<file path="src/rtl/alu_share_arbiter_if.sv">
// Purpose : request/response and ALU-side signal bundle for alu_share_arbiter.
// Signals : two requester channels (reqN_valid/ready/a/b/op), two response
//           channels (rspN_valid/ready) with a shared result and zero flag,
//           the ALU operand/select/result path and a busy indicator.
// Modports: slave  - the arbiter
//           master - the environment (requesters, responders, external ALU)
interface alu_share_arbiter_if #(
  parameter int unsigned WIDTH = 32,
  parameter int unsigned OPW   = 3
);
  logic             req0_valid;
  logic             req0_ready;
  logic [WIDTH-1:0] req0_a;
  logic [WIDTH-1:0] req0_b;
  logic [OPW-1:0]   req0_op;

  logic             req1_valid;
  logic             req1_ready;
  logic [WIDTH-1:0] req1_a;
  logic [WIDTH-1:0] req1_b;
  logic [OPW-1:0]   req1_op;

  logic             rsp0_valid;
  logic             rsp0_ready;
  logic             rsp1_valid;
  logic             rsp1_ready;
  logic [WIDTH-1:0] rsp_result;
  logic             rsp_zero;

  logic [WIDTH-1:0] alu_a;
  logic [WIDTH-1:0] alu_b;
  logic [OPW-1:0]   alu_sel;
  logic [WIDTH-1:0] alu_result;

  logic             busy;

  modport slave (
    input  req0_valid, req0_a, req0_b, req0_op,
    output req0_ready,
    input  req1_valid, req1_a, req1_b, req1_op,
    output req1_ready,
    output rsp0_valid, rsp1_valid, rsp_result, rsp_zero,
    input  rsp0_ready, rsp1_ready,
    output alu_a, alu_b, alu_sel,
    input  alu_result,
    output busy
  );

  modport master (
    output req0_valid, req0_a, req0_b, req0_op,
    input  req0_ready,
    output req1_valid, req1_a, req1_b, req1_op,
    input  req1_ready,
    input  rsp0_valid, rsp1_valid, rsp_result, rsp_zero,
    output rsp0_ready, rsp1_ready,
    input  alu_a, alu_b, alu_sel,
    output alu_result,
    input  busy
  );
endinterface

</file>
<file path="src/rtl/alu_share_arbiter.sv">
// Purpose : shares one external combinational ALU between two requesters.
//           Round-robin arbitration in IDLE, one EXEC cycle to capture the ALU
//           result, then RESP until the owning requester takes the result.
// Ports   : clk   - rising-edge clock
//           reset - asynchronous, active-high reset
//           bus   - alu_share_arbiter_if.slave (request, response, ALU, busy)
module alu_share_arbiter #(
  parameter int unsigned WIDTH = 32,
  parameter int unsigned OPW   = 3
) (
  input  logic                clk,
  input  logic                reset,
  alu_share_arbiter_if.slave  bus
);

  typedef enum logic [1:0] {
    S_IDLE = 2'd0,
    S_EXEC = 2'd1,
    S_RESP = 2'd2
  } state_t;

  state_t           r_state,      w_state_nxt;
  logic             r_last_grant, w_last_grant_nxt;
  logic             r_owner,      w_owner_nxt;
  logic [WIDTH-1:0] r_alu_a,      w_alu_a_nxt;
  logic [WIDTH-1:0] r_alu_b,      w_alu_b_nxt;
  logic [OPW-1:0]   r_alu_sel,    w_alu_sel_nxt;
  logic [WIDTH-1:0] r_rsp_result, w_rsp_result_nxt;
  logic             r_rsp_zero,   w_rsp_zero_nxt;
  logic             r_rsp0_valid, w_rsp0_valid_nxt;
  logic             r_rsp1_valid, w_rsp1_valid_nxt;
  logic             r_busy,       w_busy_nxt;

  logic             w_grant0;
  logic             w_grant1;
  logic             w_req0_ready;
  logic             w_req1_ready;
  logic             w_owner_rsp_ready;

  // Requester 0 wins unless requester 1 also asks and 0 was served last.
  assign w_grant0 = bus.req0_valid & (~bus.req1_valid | r_last_grant);
  assign w_grant1 = bus.req1_valid & ~w_grant0;

  // Only the owner's response ready can close a transaction.
  assign w_owner_rsp_ready = r_owner ? bus.rsp1_ready : bus.rsp0_ready;

  // Next-state and next-register values; every register holds by default.
  always_comb begin
    w_state_nxt      = r_state;
    w_last_grant_nxt = r_last_grant;
    w_owner_nxt      = r_owner;
    w_alu_a_nxt      = r_alu_a;
    w_alu_b_nxt      = r_alu_b;
    w_alu_sel_nxt    = r_alu_sel;
    w_rsp_result_nxt = r_rsp_result;
    w_rsp_zero_nxt   = r_rsp_zero;
    w_rsp0_valid_nxt = r_rsp0_valid;
    w_rsp1_valid_nxt = r_rsp1_valid;
    w_busy_nxt       = r_busy;
    w_req0_ready     = 1'b0;
    w_req1_ready     = 1'b0;

    case (r_state)
      S_IDLE: begin
        w_req0_ready = w_grant0;
        w_req1_ready = w_grant1;
        if (w_grant0 | w_grant1) begin
          w_owner_nxt      = w_grant1;
          w_last_grant_nxt = w_grant1;
          w_alu_a_nxt      = w_grant1 ? bus.req1_a  : bus.req0_a;
          w_alu_b_nxt      = w_grant1 ? bus.req1_b  : bus.req0_b;
          w_alu_sel_nxt    = w_grant1 ? bus.req1_op : bus.req0_op;
          w_busy_nxt       = 1'b1;
          w_state_nxt      = S_EXEC;
        end
      end

      S_EXEC: begin
        w_rsp_result_nxt = bus.alu_result;
        w_rsp_zero_nxt   = (bus.alu_result == '0);
        w_rsp0_valid_nxt = ~r_owner;
        w_rsp1_valid_nxt = r_owner;
        w_state_nxt      = S_RESP;
      end

      S_RESP: begin
        if (w_owner_rsp_ready) begin
          w_rsp0_valid_nxt = 1'b0;
          w_rsp1_valid_nxt = 1'b0;
          w_busy_nxt       = 1'b0;
          w_state_nxt      = S_IDLE;
        end
      end

      default: begin
        w_rsp0_valid_nxt = 1'b0;
        w_rsp1_valid_nxt = 1'b0;
        w_busy_nxt       = 1'b0;
        w_state_nxt      = S_IDLE;
      end
    endcase
  end

  // State and datapath registers; reset abandons any in-flight operation.
  always_ff @(posedge clk or posedge reset) begin
    if (reset) begin
      r_state      <= S_IDLE;
      r_last_grant <= 1'b1;
      r_owner      <= 1'b0;
      r_alu_a      <= '0;
      r_alu_b      <= '0;
      r_alu_sel    <= '0;
      r_rsp_result <= '0;
      r_rsp_zero   <= 1'b0;
      r_rsp0_valid <= 1'b0;
      r_rsp1_valid <= 1'b0;
      r_busy       <= 1'b0;
    end else begin
      r_state      <= w_state_nxt;
      r_last_grant <= w_last_grant_nxt;
      r_owner      <= w_owner_nxt;
      r_alu_a      <= w_alu_a_nxt;
      r_alu_b      <= w_alu_b_nxt;
      r_alu_sel    <= w_alu_sel_nxt;
      r_rsp_result <= w_rsp_result_nxt;
      r_rsp_zero   <= w_rsp_zero_nxt;
      r_rsp0_valid <= w_rsp0_valid_nxt;
      r_rsp1_valid <= w_rsp1_valid_nxt;
      r_busy       <= w_busy_nxt;
    end
  end

  assign bus.req0_ready = w_req0_ready;
  assign bus.req1_ready = w_req1_ready;
  assign bus.rsp0_valid = r_rsp0_valid;
  assign bus.rsp1_valid = r_rsp1_valid;
  assign bus.rsp_result = r_rsp_result;
  assign bus.rsp_zero   = r_rsp_zero;
  assign bus.alu_a      = r_alu_a;
  assign bus.alu_b      = r_alu_b;
  assign bus.alu_sel    = r_alu_sel;
  assign bus.busy       = r_busy;

endmodule

</file>
<file path="src/flat_wrapper.sv">
// flat-port wrapper written by rule: the top's interface ports become plain ports
module alu_share_arbiter_flat 
#(
  parameter int unsigned WIDTH = 32,
  parameter int unsigned OPW   = 3
)
  (clk, reset, bus_req0_valid, bus_req0_a, bus_req0_b, bus_req0_op, bus_req0_ready, bus_req1_valid, bus_req1_a, bus_req1_b, bus_req1_op, bus_req1_ready, bus_rsp0_valid, bus_rsp1_valid, bus_rsp_result, bus_rsp_zero, bus_rsp0_ready, bus_rsp1_ready, bus_alu_a, bus_alu_b, bus_alu_sel, bus_alu_result, bus_busy);
  alu_share_arbiter_if #(.WIDTH(WIDTH), .OPW(OPW)) bus_i ();
  input  logic clk;
  input  logic reset;
  input wire logic [$bits(bus_i.req0_valid)-1:0] bus_req0_valid;
  input wire logic [$bits(bus_i.req0_a)-1:0] bus_req0_a;
  input wire logic [$bits(bus_i.req0_b)-1:0] bus_req0_b;
  input wire logic [$bits(bus_i.req0_op)-1:0] bus_req0_op;
  output wire logic [$bits(bus_i.req0_ready)-1:0] bus_req0_ready;
  input wire logic [$bits(bus_i.req1_valid)-1:0] bus_req1_valid;
  input wire logic [$bits(bus_i.req1_a)-1:0] bus_req1_a;
  input wire logic [$bits(bus_i.req1_b)-1:0] bus_req1_b;
  input wire logic [$bits(bus_i.req1_op)-1:0] bus_req1_op;
  output wire logic [$bits(bus_i.req1_ready)-1:0] bus_req1_ready;
  output wire logic [$bits(bus_i.rsp0_valid)-1:0] bus_rsp0_valid;
  output wire logic [$bits(bus_i.rsp1_valid)-1:0] bus_rsp1_valid;
  output wire logic [$bits(bus_i.rsp_result)-1:0] bus_rsp_result;
  output wire logic [$bits(bus_i.rsp_zero)-1:0] bus_rsp_zero;
  input wire logic [$bits(bus_i.rsp0_ready)-1:0] bus_rsp0_ready;
  input wire logic [$bits(bus_i.rsp1_ready)-1:0] bus_rsp1_ready;
  output wire logic [$bits(bus_i.alu_a)-1:0] bus_alu_a;
  output wire logic [$bits(bus_i.alu_b)-1:0] bus_alu_b;
  output wire logic [$bits(bus_i.alu_sel)-1:0] bus_alu_sel;
  input wire logic [$bits(bus_i.alu_result)-1:0] bus_alu_result;
  output wire logic [$bits(bus_i.busy)-1:0] bus_busy;
  assign bus_i.req0_valid = bus_req0_valid;
  assign bus_i.req0_a = bus_req0_a;
  assign bus_i.req0_b = bus_req0_b;
  assign bus_i.req0_op = bus_req0_op;
  assign bus_req0_ready = bus_i.req0_ready;
  assign bus_i.req1_valid = bus_req1_valid;
  assign bus_i.req1_a = bus_req1_a;
  assign bus_i.req1_b = bus_req1_b;
  assign bus_i.req1_op = bus_req1_op;
  assign bus_req1_ready = bus_i.req1_ready;
  assign bus_rsp0_valid = bus_i.rsp0_valid;
  assign bus_rsp1_valid = bus_i.rsp1_valid;
  assign bus_rsp_result = bus_i.rsp_result;
  assign bus_rsp_zero = bus_i.rsp_zero;
  assign bus_i.rsp0_ready = bus_rsp0_ready;
  assign bus_i.rsp1_ready = bus_rsp1_ready;
  assign bus_alu_a = bus_i.alu_a;
  assign bus_alu_b = bus_i.alu_b;
  assign bus_alu_sel = bus_i.alu_sel;
  assign bus_i.alu_result = bus_alu_result;
  assign bus_busy = bus_i.busy;
  alu_share_arbiter #(.WIDTH(WIDTH), .OPW(OPW)) u_core (.clk(clk), .reset(reset), .bus(bus_i));
endmodule
</file>
<file path="config.mk">
export PLATFORM = sky130hd
export DESIGN_NAME = alu_share_arbiter_flat
export DESIGN_NICKNAME = d
export VERILOG_FILES = /design/src/rtl/alu_share_arbiter_if.sv /design/src/rtl/alu_share_arbiter.sv /design/src/flat_wrapper.sv
export SDC_FILE = /design/constraint.sdc
export NUM_CORES = 1
export LEC_CHECK = 0
export BUFFER_PORTS_ARGS = -buffer_cell sky130_fd_sc_hd__buf_2
export CAP_MARGIN = 0
export CORE_MARGIN = 5
export CORE_UTILIZATION = 45
export CTS_CLUSTER_DIAMETER = 120
export CTS_CLUSTER_SIZE = 12
export DETAILED_ROUTE_END_ITERATION = 7
export PLACE_DENSITY = 0.92
export SLEW_MARGIN = 5
export SYNTH_ARGS = -nofsm -noshare
export SYNTH_HDL_FRONTEND = slang
export SYNTH_SLANG_ARGS = --single-unit
</file>
<file path="constraint.sdc">
create_clock -name clk -period 3.55 [get_ports clk]
set_input_delay 0.355 -clock clk [delete_from_list [all_inputs] [get_ports clk]]
set_output_delay 0.355 -clock clk [all_outputs]
set_load 0.03 [all_outputs]
</file>
==> impl_metrics.env, run 1 <==
export IMPL_status="finished, final reports clean"
export IMPL_power_density_mw_per_mm2=964
export IMPL_grt_usage_pct=18.7
export IMPL_antenna_found_initial=0
export IMPL_ant_nets=0
export IMPL_synth_edf_count=0
export IMPL_die_h_um=116
export IMPL_syn_to_final_growth_pct=33.4
export IMPL_synthCells=325
export IMPL_skew_ns=0.0172
export IMPL_yosys_area_top_type="dfrtp_1"
export IMPL_wirelength_um=13000
export IMPL_netlist_top_cells_area="dfrtp_1, mux2_2, mux2_4"
export IMPL_r2r_worst_path_cells=3
export IMPL_root_buffer="clkbuf_8"
export IMPL_cp_required_ns=3.79
export IMPL_hold_path_class="primary input to async pin"
export IMPL_drive_gt1_share_pct=77.5
export IMPL_clockBufferDepth=2
export IMPL_first_iter_violations=156
export IMPL_clkLatencyLatePin_ns=0.36
export IMPL_slew_violations=0
export IMPL_numCtsBuffers=9
export IMPL_grt_pass1_vias=4071
export IMPL_cts_tree="built"
export IMPL_cts_sinks=107
export IMPL_worstSetupPathType="register to register"
export IMPL_fmax_mhz=457
export IMPL_final_area_mm2=0.00672
export IMPL_viasPerCell=4.98
export IMPL_clkTransAtPathRegs_ns=0.11
export IMPL_r2r_slack_ns=1.36
export IMPL_routabilityCongestion=0.793
export IMPL_wl_per_cell_um=17.5
export IMPL_grt_ovfl_total=0
export IMPL_cp_start_kind="register"
export IMPL_syn_area_per_cell_um2=15.5
export IMPL_setup_viol=0
export IMPL_rows=38
export IMPL_synth_ff_type="dfrtp_1"
export IMPL_layout_common_cells="buf_2, mux2_2, dfrtp_1"
export IMPL_fin_tns_setup_ns=0
export IMPL_coreArea_mm2=0.0109
export IMPL_grt_max_degree=108
export IMPL_ctsResizeCount=0
export IMPL_hold_violations=0
export IMPL_h_tree_depth=3
export IMPL_post_cts_buffers=0
export IMPL_cts_hold_fix_buffers=0
export IMPL_crit_arrival_ns=2.43
export IMPL_tightestPinTransition_ns=1.08
export IMPL_placed_area_mm2=0.00653
export IMPL_rsz0062_at_grt="false"
export IMPL_cp_end_kind="register"
export IMPL_ios=277
export IMPL_syn_area_mm2=0.00504
export IMPL_seq_area_frac_synth_pct=53.2
export IMPL_fp_dieW_um=116
export IMPL_slowest_stage="o21a_4"
export IMPL_start_util_pct=46.3
export IMPL_portBuffers=276
export IMPL_antennaDiodeCount=0
export IMPL_synth_warnings=0
export IMPL_leakage_nw=3.33
export IMPL_synth_nets=497
export IMPL_period_minus_slack_ns=2.19
export IMPL_vias=3687
export IMPL_hpwl_um=10300
export IMPL_final_core_util_pct=61.7
export IMPL_grt_pass1_wl_um=19900
export IMPL_drcViolationCount=0
export IMPL_yosys_area_top_type_share_pct=52.7
export IMPL_maxCapViolCount=0
export IMPL_worstPathCellList="nor2_1, o21a_4, mux2_2"
export IMPL_rr_endpoint="u_core.bus.alu_a[4]"
export IMPL_synth_seq_cells=107
export IMPL_final_common_cell="buf_2"
export IMPL_ys_async_sr_fraction_pct=100
export IMPL_crit_fanout=70
export IMPL_first_pass_iters=4
export IMPL_peakVddDrop_uv=540
export IMPL_critPathMaxStageDelay_ns=0.85
export IMPL_post_route_period_util_pct=61.6
export IMPL_nNetsFinal=768
export IMPL_synthDistinctLibCells=26
export IMPL_timing_rr_start="u_core.r_state[0]"
export IMPL_die_area_mm2=0.0134
export IMPL_slew_headroom_pct=28.2
worst max-delay path, delay by kind of cell (launching register included):
| kind | cells | cell delay [ns] |
|---|---|---|
| AOI/OAI and AO/OA | 1 | 0.85 |
| and+or+nand+nor | 1 | 0.25 |
| DFF | 1 | 0.46 |
| muxes | 1 | 0.43 |
kinds of logic after synthesis:
| group | synth area share [%] |
|---|---|
| DFF | 53.2 |
| AOI/OAI and AO/OA | 1.69 |
| and+or+nand+nor | 1.99 |
| buffers and inverters | 2.81 |
| muxes | 40.3 |
state kept, by name, summed over array words and instances (netlist names), 2 cells and up:
name / count
u_core.bus.rsp_result: 32
u_core.bus.alu_a: 32
u_core.r_state: 2
u_core.bus.alu_b: 32
u_core.bus.alu_sel: 3
power by group:
part / internal [mW] / switching [mW] / leakage (nW) / total [mW]
Clock: 0.281 / 0.418 / 0.0855 / 0.699
Sequential: 1.85 / 0.341 / 1.25 / 2.19
Combinational: 1.46 / 2.12 / 2.00 / 3.58
cell usage after synthesis, types with 2 or more instances:
library cell  number
buf_6              3
nand4_1            2
buf_4              5
mux2_2           128
buf_2             11
nor4_1             8
mux2i_1            2
nand2b_1           2
o21a_1             2
mux2_4            38
inv_1              4
dfrtp_1          106
final cells by class:
type,count,area (µm²)
Clock buffer,10,138
Clock inverter,6,48.8
Fill cell,810,4170
Inverter,4,17.5
Multi-Input combinational cell,195,2230
Sequential cell,107,2680
Tap cell,140,175
Timing Repair Buffer,279,1430
layer usage:
layer  wire length [µm]  global-route usage [%]
met1               4570                    20.1
met2               7050                    35.7
met3               1130                    4.23
met4                251                    6.73
met5                  0                       0
how the worst max path moves through the flow:
stage	startpoint	cells past startpoint	slack [ns]	end
6_report	u_core.r_state[0]	3	1.36	u_core.bus.alu_a[4]
5_1_grt	u_core.r_state[0]	3	1.26	u_core.bus.alu_a[6]
4_1_cts	u_core.r_state[0]	3	1.38	u_core.bus.alu_b[18]
3_5_place_dp	bus_req0_valid	5	1.40	u_core.bus.alu_a[8]
3_3_place_gp	u_core.r_state[0]	3	1.46	u_core.bus.alu_b[4]
2_1_floorplan	reset	1	0.38	u_core.bus.alu_a[0]
per-stage QoR:
stage          hold slack [ns]  total power [mW]  std cells  setup slack, ns
2_1_floorplan            0.471              4.82        325            0.379
3_3_place_gp             0.458              5.71        725             1.46
3_5_place_dp             0.489              5.84        725             1.40
4_1_cts                  0.150              6.55        741             1.38
5_1_grt                  0.153              6.84        741             1.26
6_report                0.0883              6.48        741             1.36
Note: power is estimated with default switching activity, not from simulation.
==> run 2: changes to the inputs <==
==> constraint.sdc (replaced) <==
create_clock -name clk -period 2.2 [get_ports clk]
set_input_delay 0.22 -clock clk [delete_from_list [all_inputs] [get_ports clk]]
set_output_delay 0.22 -clock clk [all_outputs]
set_load 0.03 [all_outputs]
==> run 2 against run 1 <==
Effect of this change: design area rose by 2.0%; non-clock buffer count rose by 10; first-iteration DRC count fell by 46%; routed wire length rose by 1.6%; register-to-register slack got worse by 0.97 ns; clock-buffer cell count did not move; largest power group unchanged; utilization rose by 1.2 points; global-route usage rose by 0.19 points; critical endpoint is now bus_req1_ready; critical path depth rose by 1; clock power rose by 90%; sequential share of layout area fell by 0.76 points; via count rose by 0.79%; critical path type is now register to output pin.
==> impl_metrics.env, run 2 (synthesis results as in run 1) <==
export IMPL_fill_cells=808
export IMPL_switching_share_pct=43.4
export IMPL_cp_end_kind="output pin"
export IMPL_grt_max_degree=55
export IMPL_ios=277
export IMPL_hpwl_um=10700
export IMPL_portBuffers=276
export IMPL_die_area_mm2=0.0134
export IMPL_cp_required_ns=1.98
export IMPL_drive_gt1_share_pct=77.7
export IMPL_skew_ns=0.00977
export IMPL_coreArea_mm2=0.0109
export IMPL_grt_ovfl_total=0
export IMPL_rsz0062_at_grt="false"
export IMPL_wirelength_um=13200
export IMPL_status="finished, final reports clean"
export IMPL_hold_depth=2
export IMPL_r2r_worst_path_cells=4
export IMPL_antennaDiodeCount=0
export IMPL_min_delay_start="bus_alu_result[13]"
export IMPL_rr_endpoint="u_core.bus.alu_b[26]"
export IMPL_grt_pass1_wl_um=19900
export IMPL_cp_start_kind="register"
export IMPL_nNetsFinal=778
export IMPL_seq_power_share_pct=33.0
export IMPL_hold_violations=0
export IMPL_post_route_period_util_pct=87.6
export IMPL_slew_violations=0
export IMPL_holdPathEnd="u_core.bus.rsp_result[13]"
export IMPL_cp_startpoint="u_core.r_last_grant"
export IMPL_internal_power_mw=6.08
export IMPL_fp_dieW_um=116
export IMPL_numCtsBuffers=9
export IMPL_ant_nets=0
export IMPL_clkLatencyLatePin_ns=0.36
export IMPL_p_comb_share_pct=54.6
export IMPL_tightestPinTransition_ns=0.541
export IMPL_first_pass_iters=6
export IMPL_grt_pass1_vias=4208
export IMPL_power_density_mw_per_mm2=1570
export IMPL_clockBufferDepth=2
export IMPL_setup_viol=0
export IMPL_layout_common_cells="buf_2, mux2_2, dfrtp_1"
export IMPL_switchingPower_mw=4.66
export IMPL_first_iter_violations=85
export IMPL_routabilityCongestion=0.799
export IMPL_crit_arrival_ns=1.71
export IMPL_h_tree_depth=3
export IMPL_cts_sinks=107
export IMPL_r2r_slack_ns=0.39
export IMPL_grt_usage_pct=18.9
export IMPL_crit_fanout=10
export IMPL_clkTransAtPathRegs_ns=0.10
export IMPL_slew_headroom_pct=63.7
export IMPL_wl_per_cell_um=17.6
export IMPL_final_common_cell="buf_2"
export IMPL_worstSetupPathType="register to output pin"
export IMPL_hold_path_class="primary input to register"
export IMPL_rows=38
export IMPL_fin_tns_setup_ns=0
export IMPL_timing_rr_start="u_core.r_last_grant"
export IMPL_leakage_nw=3.40
export IMPL_period_minus_slack_ns=1.93
export IMPL_root_buffer="clkbuf_8"
export IMPL_die_h_um=116
export IMPL_finalPower_mw=10.7
export IMPL_antenna_found_initial=0
export IMPL_maxCapViolCount=0
export IMPL_start_util_pct=46.3
export IMPL_peakVddDrop_uv=927
export IMPL_vias=3716
export IMPL_viasPerCell=4.95
export IMPL_fmax_mhz=519
export IMPL_syn_to_final_growth_pct=36.0
export IMPL_drcViolationCount=0
export IMPL_cts_tree="built"
export IMPL_ctsResizeCount=0
export IMPL_post_cts_buffers=0
export IMPL_p_clk_share_pct=12.4
run 2: cell types whose count changed in the layout (fill, tap and decap cells not counted):
cell	previous run	this run
buf_4	1	9
bufinv_16	0	2
dlygate4sd3_1	0	1
buf_12	2	3
inv_4	1	0
clkinv_2	0	1
inv_6	2	0
run 2: metal layers:
| layer | part of all wire (%) | GRT usage [%] |
|---|---|---|
| met4 | 2.5 | 8.43 |
| met5 | 0 | 0 |
| met1 | 35 | 19.2 |
| met3 | 9.0 | 4.91 |
| met2 | 54 | 36.0 |
run 2: worst max path at each step:
| stage | to | cells after the start |
|---|---|---|
| after floorplan | u_core.bus.alu_a[30] | 5 |
| after detailed placement | u_core.bus.alu_a[8] | 5 |
| after CTS | bus_req1_ready | 4 |
| final | bus_req1_ready | 4 |
| after global routing | bus_req1_ready | 4 |
| after global placement | u_core.bus.alu_b[18] | 5 |
run 2: what timing repair did:
action / CTS / global route
hold endpoints to repair: 18 / 0
setup endpoints to repair: 0 / 0
hold buffers: 1 / 0
run 2: stage by stage:
stage / setup WS, ns / utilization [%] / instances / cell area, µm² / hold WS [ns]
2_1_floorplan: 0.665 / - / 325 / 5040 / 0.370
5_1_grt: 0.197 / 62.9 / 751 / 6850 / 0.0882
6_report: 0.273 / 62.9 / 751 / 6850 / 0.101
3_3_place_gp: 0.468 / 60.7 / 734 / 6610 / 0.250
3_5_place_dp: 0.388 / 60.7 / 734 / 6610 / 0.255
4_1_cts: 0.227 / 62.9 / 751 / 6850 / 0.0761
run 2: final cells by class:
class                   instances  area [µm²]  area share, %
multi-input cells             195        2230           32.6
repair buffers                289        1520           22.2
clock buffers                  10         138           2.01
flip-flops and latches        107        2680           39.1
clock inverters                 6        88.8           1.30
inverters                       4        18.8          0.274
well taps                     140         175           2.56
run 2: power groups by stage:
stage | Combinational (mW) | Sequential, mW | Clock [mW]
after floorplan | 2.32 | 5.46 | 0
after global placement | 5.78 | 3.50 | 0
after detailed placement | 5.93 | 3.58 | 0
after CTS | 5.94 | 3.55 | 1.37
after global routing | 6.20 | 3.67 | 1.44
final | 5.87 | 3.54 | 1.33
run 2: critical path, cell delays in order (launching register included):
cell      delay [ns]
dfstp_2         0.40
a21boi_4        0.35
buf_4           0.22
and2_1          0.16
buf_2           0.21
==> run 3: changes to the inputs <==
--- a/config.mk
+++ b/config.mk
@@ -5,14 +5,14 @@
 export SDC_FILE = /design/constraint.sdc
 export NUM_CORES = 1
 export LEC_CHECK = 0
-export BUFFER_PORTS_ARGS = -buffer_cell sky130_fd_sc_hd__buf_2
 export CAP_MARGIN = 0
-export CORE_MARGIN = 5
-export CORE_UTILIZATION = 45
+export CORE_AREA = 5 5 105 107
 export CTS_CLUSTER_DIAMETER = 120
 export CTS_CLUSTER_SIZE = 12
 export DETAILED_ROUTE_END_ITERATION = 7
-export PLACE_DENSITY = 0.92
+export DIE_AREA = 0 0 110 112
+export DONT_BUFFER_PORTS = 1
+export PLACE_DENSITY = 0.77
 export SLEW_MARGIN = 5
 export SYNTH_ARGS = -nofsm -noshare
 export SYNTH_HDL_FRONTEND = slang
==> run 3 against run 2 <==
Effect of this change: combinational power fell by 55%; critical endpoint unchanged; fmax rose by 1.6%; largest cell class unchanged; sequential share of layout area rose by 7.9 points; clock skew rose by 0.0020 ns; sequential cell count did not move; power fell by 12%; highest routed layer unchanged; register-to-register slack improved by 0.06 ns; clock-buffer cell count rose by 1; die area fell by 8.1%.
==> impl_metrics.env, run 3 (synthesis results as in run 1) <==
export IMPL_nNetsFinal=528
export IMPL_hpwl_um=8650
export IMPL_grt_pass1_vias=3157
export IMPL_grt_usage_pct=18.3
export IMPL_hold_path_class="primary input to register"
export IMPL_rr_endpoint="u_core.bus.alu_b[8]"
export IMPL_post_cts_buffers=0
export IMPL_tightestPinTransition_ns=0.717
export IMPL_clockBufferDepth=2
export IMPL_worstSetupPathType="register to output pin"
export IMPL_grt_ovfl_total=0
export IMPL_clkTransAtPathRegs_ns=0.10
export IMPL_start_util_pct=50.1
export IMPL_clkLatencyLatePin_ns=0.36
export IMPL_layout_common_cells="mux2_2, dfrtp_1, mux2_4"
export IMPL_holdPathEnd="u_core.bus.rsp_zero"
export IMPL_fin_tns_setup_ns=0
export IMPL_cp_start_kind="register"
export IMPL_setup_viol=0
export IMPL_period_minus_slack_ns=1.90
export IMPL_antenna_found_initial=0
export IMPL_power_density_mw_per_mm2=1660
export IMPL_rows=37
export IMPL_first_iter_violations=103
export IMPL_min_delay_start="bus_alu_result[22]"
export IMPL_h_tree_depth=3
export IMPL_numCtsBuffers=9
export IMPL_final_core_util_pct=56.7
export IMPL_hold_violations=0
export IMPL_cp_end_kind="output pin"
export IMPL_r2r_worst_path_cells=4
export IMPL_wl_per_cell_um=23.7
export IMPL_slew_headroom_pct=52.2
export IMPL_cts_tree="built"
export IMPL_grt_max_degree=69
export IMPL_coreArea_mm2=0.0100
export IMPL_syn_to_final_growth_pct=13.0
export IMPL_cts_sinks=107
export IMPL_root_buffer="clkbuf_8"
export IMPL_hold_depth=3
export IMPL_crit_arrival_ns=1.68
export IMPL_skew_ns=0.0117
export IMPL_slew_violations=0
export IMPL_status="finished, final reports clean"
export IMPL_ant_nets=0
export IMPL_cp_required_ns=1.98
export IMPL_antennaDiodeCount=0
export IMPL_die_area_mm2=0.0123
export IMPL_rsz0062_at_grt="false"
export IMPL_ios=277
export IMPL_leakage_nw=2.38
export IMPL_fmax_mhz=527
export IMPL_first_pass_iters=3
export IMPL_viasPerCell=5.69
export IMPL_portBuffers=0
export IMPL_final_common_cell="mux2_2"
export IMPL_post_route_period_util_pct=86.2
export IMPL_drive_gt1_share_pct=53.2
export IMPL_die_h_um=112
export IMPL_wirelength_um=11800
export IMPL_peakVddDrop_uv=851
export IMPL_r2r_slack_ns=0.45
export IMPL_maxCapViolCount=0
export IMPL_drcViolationCount=0
export IMPL_grt_pass1_wl_um=17000
export IMPL_timing_rr_start="u_core.r_last_grant"
export IMPL_vias=2830
export IMPL_routabilityCongestion=0.713
export IMPL_fp_dieW_um=110
export IMPL_crit_fanout=68
==> run 3: cell count changes in the layout (fill, tap and decap cells not counted), sizes merged <==
cell and delta:
buf -282, clkinvlp +2, dlygate4sd3 +32, clkbuf +1
bufinv -2, clkinv -1
==> run 3: per-layer routing <==
metal	part of all wire (%)	vias to the layer above	global-route usage, %
met5	0	-	0
met3	13	17	8.29
li1	-	1235	-
met1	32	1409	18.0
met4	1.8	0	7.23
met2	53	169	32.8
==> run 3: final cells by class <==
type / count / area [µm²]
clock inverter: 5 / 38.8
multi-input combinational: 195 / 2230
sequential: 107 / 2680
inverter: 4 / 18.8
tap: 136 / 170
fill: 778 / 4350
timing repair buffer: 39 / 413
clock buffer: 11 / 141
==> run 3: worst max-delay path by stage <==
stage	start	to	slack [ns]	depth (start not counted)
detailed placement	u_core.r_last_grant	u_core.bus.alu_sel[2]	0.51	4
finish	u_core.r_last_grant	bus_req1_ready	0.30	3
CTS	u_core.r_last_grant	bus_req1_ready	0.23	3
floorplan	u_core.r_last_grant	u_core.bus.alu_a[30]	0.67	5
global placement	u_core.r_last_grant	u_core.bus.alu_b[8]	0.53	4
global route	u_core.r_last_grant	bus_req1_ready	0.20	3
==> run 3: critical path, cell delays in order, from the launching register on <==
cell and delay, ns:
dfstp_2 0.40, a21boi_4 0.15, buf_12 0.35, and2_1 0.42
==> run 3: what timing repair did <==
item,in CTS,in global routing
endpoints found under the hold margin,138,0
setup endpoints to repair,0,0
hold buffers,33,0
gates resized for setup,0,0
==> run 3: through the flow <==
step	cells	setup slack [ns]	power (mW)	area, µm²	hold WS, ns
after floorplan	325	0.665	7.78	5040	0.370
after CTS	497	0.234	9.56	5690	0.0535
after global routing	497	0.203	9.93	5690	0.0658
final	497	0.303	9.47	5690	0.0838
after detailed placement	448	0.505	8.40	5180	0.322
after global placement	448	0.530	8.26	5180	0.309
==> run 3: power breakdown <==
part	internal (mW)	leakage, nW	switching, mW	total, mW
combinational	1.68	1.05	0.950	2.63
clock	0.445	0.0778	0.652	1.10
sequential	2.96	1.25	2.77	5.74
